### src/rtl/decoder_pkg.sv
// decoder_pkg: shared mode encoding for the scanning one-hot decoder
package decoder_pkg;
  typedef enum logic {DEC_DIRECT = 1'b0, DEC_SCAN = 1'b1} dec_mode_e;
endpackage

### src/rtl/decoder_onehot.sv
// decoder_onehot: combinational binary-to-one-hot with range flag (sel_i -> oh_o, in_range_o)
module decoder_onehot #(
  parameter int SEL_W = 3,
  parameter int OUT_W = 2**SEL_W
) (
  input  logic [SEL_W-1:0] sel_i,
  output logic [OUT_W-1:0] oh_o,
  output logic             in_range_o
);
  for (genvar i = 0; i < OUT_W; i++) begin : g_bit
    assign oh_o[i] = sel_i == SEL_W'(i);
  end
  assign in_range_o = |oh_o;
endmodule

### src/rtl/decoder_scan.sv
// decoder_scan: registered one-hot decoder, handshaked DIRECT select or self-timed SCAN walk (clk/rst_n, e_i, mode_i, in_*, dwell_i -> out_o, idx_o, wrap_o, err_o)
module decoder_scan
  import decoder_pkg::*;
#(
  parameter int SEL_W   = 3,
  parameter int OUT_W   = 2**SEL_W,
  parameter int DWELL_W = 8
) (
  input  logic               clk,
  input  logic               rst_n,
  input  logic               e_i,
  input  dec_mode_e          mode_i,
  input  logic [SEL_W-1:0]   in_i,
  input  logic               in_valid_i,
  output logic               in_ready_o,
  input  logic [DWELL_W-1:0] dwell_i,
  output logic [OUT_W-1:0]   out_o,
  output logic [SEL_W-1:0]   idx_o,
  output logic               wrap_o,
  output logic               err_o
);
  dec_mode_e          mode_q, mode_d;
  logic [SEL_W-1:0]   idx_q, idx_d, scan_idx, sel;
  logic [DWELL_W-1:0] cnt_q, cnt_d, scan_cnt;
  logic [OUT_W-1:0]   out_q, out_d, oh;
  logic               wrap_q, wrap_d, err_q, err_d, scan_wrap, in_range, accept, last;
  assign in_ready_o = e_i & (mode_i == DEC_DIRECT) & rst_n;
  assign accept     = in_valid_i & in_ready_o;
  assign last       = idx_q == SEL_W'(OUT_W - 1);
  // next scan position; entering SCAN restarts the walk at index 0
  always_comb begin
    scan_idx  = idx_q;
    scan_cnt  = cnt_q + DWELL_W'(1);
    scan_wrap = 1'b0;
    if (mode_q != DEC_SCAN) begin
      scan_idx = '0;
      scan_cnt = '0;
    end else if (cnt_q >= dwell_i) begin
      scan_cnt  = '0;
      scan_idx  = last ? '0 : idx_q + SEL_W'(1);
      scan_wrap = last;
    end
  end
  // single decoder shared by both modes: the raw select in DIRECT, the next scan index in SCAN
  assign sel = (mode_i == DEC_DIRECT) ? in_i : scan_idx;
  decoder_onehot #(.SEL_W(SEL_W), .OUT_W(OUT_W)) u_onehot (
    .sel_i     (sel),
    .oh_o      (oh),
    .in_range_o(in_range)
  );
  always_comb begin
    mode_d = mode_q;
    idx_d  = idx_q;
    cnt_d  = cnt_q;
    out_d  = out_q;
    wrap_d = 1'b0;
    err_d  = 1'b0;
    if (!e_i) begin
      out_d = '0;
    end else if (mode_i == DEC_DIRECT) begin
      mode_d = DEC_DIRECT;
      if (accept) begin
        out_d = oh;
        err_d = !in_range;
        idx_d = in_range ? in_i : idx_q;
      end
    end else begin
      mode_d = DEC_SCAN;
      idx_d  = scan_idx;
      cnt_d  = scan_cnt;
      out_d  = oh;
      wrap_d = scan_wrap;
    end
  end
  always_ff @(posedge clk or negedge rst_n) begin
    if (!rst_n) begin
      mode_q <= DEC_DIRECT;
      idx_q  <= '0;
      cnt_q  <= '0;
      out_q  <= '0;
      wrap_q <= 1'b0;
      err_q  <= 1'b0;
    end else begin
      mode_q <= mode_d;
      idx_q  <= idx_d;
      cnt_q  <= cnt_d;
      out_q  <= out_d;
      wrap_q <= wrap_d;
      err_q  <= err_d;
    end
  end
  assign out_o  = out_q;
  assign idx_o  = idx_q;
  assign wrap_o = wrap_q;
  assign err_o  = err_q;
endmodule

### config.mk
export PLATFORM = sky130hd
export DESIGN_NAME = decoder_scan
export DESIGN_NICKNAME = d
export VERILOG_FILES = /design/src/rtl/decoder_pkg.sv /design/src/rtl/decoder_onehot.sv /design/src/rtl/decoder_scan.sv
export SDC_FILE = /design/constraint.sdc
export NUM_CORES = 1
export LEC_CHECK = 0
export CAP_MARGIN = 25
export CORE_AREA = 3 3 54 56
export DETAILED_ROUTE_END_ITERATION = 8
export DIE_AREA = 0 0 57 59
export GPL_TIMING_DRIVEN = 1
export PLACE_DENSITY = 0.81
export SETUP_SLACK_MARGIN = 0.3
export SYNTH_ARGS = -nofsm -noshare
export SYNTH_HDL_FRONTEND = slang
export SYNTH_SLANG_ARGS = --single-unit
### constraint.sdc
create_clock -name clk -period 3.5 [get_ports clk]
set_input_delay 0.35 -clock clk [delete_from_list [all_inputs] [get_ports clk]]
set_output_delay 0.35 -clock clk [all_outputs]
set_load 0.02 [all_outputs]
==> impl_metrics.tcl <==
set metrics [dict create \
    synth_edf_count 0 \
    slew_violations 0 \
    clk_path_buf_depth 2 \
    whs_ps 242 \
    crit_type "in -> reg" \
    initial_core_util_pct 52.0 \
    row_count 18 \
    min_path_type "in -> async" \
    insertion_delay_ps 310 \
    die_w_um 57 \
    synth_cells 130 \
    drive_above_1_share_pct 5.63 \
    fin_crit_sh_pct 78.0 \
    skew_ps 4.73 \
    fin_setup_tns_ps 0 \
    cts_setup_buffers 0 \
    dp_cells 186 \
    async_reset_ff_share_pct 100 \
    reg2regPathDepth 7 \
    grt_pass1_vias 1065 \
    ant_nets 0 \
    synth_seq_area_share_pct 42.8 \
    hold_viol 0 \
    clk_pin_slew_ps 120 \
    max_freq_mhz 366 \
    dr.first_iter.drc_count 29 \
    syn_nets 157 \
    drc 0 \
    stdcell_count 190 \
    routedWlPerCell_um 14.0 \
    leakagePower_uw 0.000770 \
    cts_resized 0 \
    wirelength_mm 2.67 \
    synth_top_flop_cell "dfrtp_1" \
    cts_tree "built" \
    r2r-start "cnt_q[6]" \
    rsz0062_at_grt "no" \
    antenna_found_initial 0 \
    area_growth_pct 28.2 \
    cp.arrival_ps 2940 \
    ys_ff_latch 22 \
    reg2reg_to "out_o[7]" \
    required_ps 3710 \
    cts_root_buf "clkbuf_4" \
    critPathCaptureType "flop" \
    ir_worst_vdd_v 0.000349 \
    num-nets-final 188 \
    reg2reg_slack_ps 850 \
    min_period_ps 2730 \
    fillCellCount 199 \
    dieArea_um2 3360 \
    die_y_um 59 \
    cp_max_fo 5 \
    slew-limit-headroom_pct 37.3 \
    io_pins 30 \
    hold_buffers 0 \
    tightest_slew_ps 938 \
    coreArea_um2 2480 \
    groute.usage.overall_pct 17.3 \
    hpwl_mm 2.08 \
    viasPerCell 5.58 \
    cts_made_buffers 3 \
    syn-cell-area_um2 1290 \
    h-tree-depth 1 \
    overflow 0 \
    setup_viol 0 \
    syn_avg_cell_area_um2 9.90 \
    grt_max_degree 20 \
    cts_sinks 22 \
    startpoint_type "primary input" \
    gp_congestion 0.842 \
    netlist-cell-type-count 36 \
    port_buffers 29 \
    diodes 0 \
    synth_warnings 0 \
    outcome "completed" \
    p_per_area_nw_per_um2 361 \
    vias 1061 \
    dr.pass1.iters 4 \
    drv_cap 0 \
    grt_pass1_wl_mm 4.59 \
]
-- cells by family (layout without fill, tap and decap cells) --
family | after synthesis | after routing | share of synthesized area [%]
simple gates | 43 | 43 | 18.0
compound gates | 36 | 36 | 21.3
flops | 22 | 22 | 42.8
buf+inv | 14 | 44 | 4.86
fa+ha+maj | 11 | 11 | 10.7
xor+xnor | 2 | 2 | 1.36
other cells | 1 | 1 | 0.291
mux | 1 | 1 | 0.777
-- state kept, by name, summed over array words and instances, names as in the netlist --
register	cells
mode_q	1
wrap_o	1
cnt_q	8
idx_o	3
out_o	8
err_o	1
-- report_power, final --
part	total [uW]	internal, uW	switching (uW)
logic	119	58.3	60.6
clock network	194	116	77.7
registers	283	268	14.9
total	595	442	153
-- placed cells by master (no fill, tap or decap), types with 2 or more instances in the layout --
cell / Yosys / final
clkbuf_4: 0 / 3
a32o_1: 5 / 5
nand2_1: 9 / 9
and2_0: 2 / 2
and3_1: 4 / 4
nand3_1: 4 / 4
clkdlybuf4s50_1: 0 / 29
and2_1: 2 / 2
dfrtp_1: 22 / 22
nor2_1: 9 / 9
nor2b_1: 2 / 2
nand2b_1: 5 / 5
a2111oi_1: 2 / 2
a22o_1: 3 / 3
o21ai_0: 17 / 17
xor2_1: 2 / 2
inv_1: 10 / 10
ha_1: 11 / 11
-- critical path, stage by stage --
cell	delay, ps
clkdlybuf4s50_1	450
inv_1	40
ha_1	290
a21o_2	210
a221oi_1	540
and2_4	290
mux2i_1	220
o21ai_0	220
a32o_1	320
-- layout make-up --
type                            instances  area (um^2)  area share [%]
Multi-Input combinational cell         94          674            40.9
Sequential cell                        22          551            33.4
Timing Repair Buffer                   30          298            18.0
Inverter                               10         37.5            2.27
Tap cell                               30         37.5            2.27
Clock inverter                          1         30.0            1.82
Clock buffer                            3         22.5            1.36
-- metrics by stage --
step / worst slack [ps] / area, um^2 / power (uW) / utilization (%)
2_1_floorplan: 1110 / 1290 / 351 / -
3_3_place_gp: 520 / 1600 / 403 / 64.5
3_5_place_dp: 427 / 1600 / 407 / 64.5
4_1_cts: 758 / 1650 / 599 / 66.6
5_1_grt: 599 / 1650 / 626 / 66.6
6_report: 769 / 1650 / 595 / 66.6
-- how the worst max path moves through the flow --
stage / startpoint / cells after the start / to / slack [ps]
3_3_place_gp: dwell_i[6] / 9 / out_o[5] / 520
4_1_cts: dwell_i[6] / 9 / out_o[7] / 760
2_1_floorplan: cnt_q[6] / 8 / out_o[5] / 1110
6_report: dwell_i[6] / 9 / out_o[7] / 770
5_1_grt: dwell_i[6] / 9 / out_o[4] / 600
3_5_place_dp: dwell_i[6] / 9 / out_o[7] / 430
-- synthesized netlist by cell type, types with 2 or more instances --
library cell / instances / area (um^2)
dfrtp_1: 22 / 551
o21ai_0: 17 / 85.1
ha_1: 11 / 138
inv_1: 10 / 37.5
nand2_1: 9 / 33.8
nor2_1: 9 / 33.8
a32o_1: 5 / 50.1
nand2b_1: 5 / 31.3
and3_1: 4 / 25.0
nand3_1: 4 / 20.0
a22o_1: 3 / 26.3
a2111oi_1: 2 / 20.0
and2_0: 2 / 12.5
and2_1: 2 / 12.5
buf_2: 2 / 10.0
nor2b_1: 2 / 12.5
xor2_1: 2 / 17.5
-- routing by layer --
metal,routed length [um],vias up,part of all wire [%],track usage [%]
met5,0,-,0,0
met4,0,0,0,1.99
met3,99,0,3.7,4.58
met2,1310,20,49,28.7
met1,1250,514,47,23.8
li1,-,527,-,-
(Power assumes the default switching activity.)
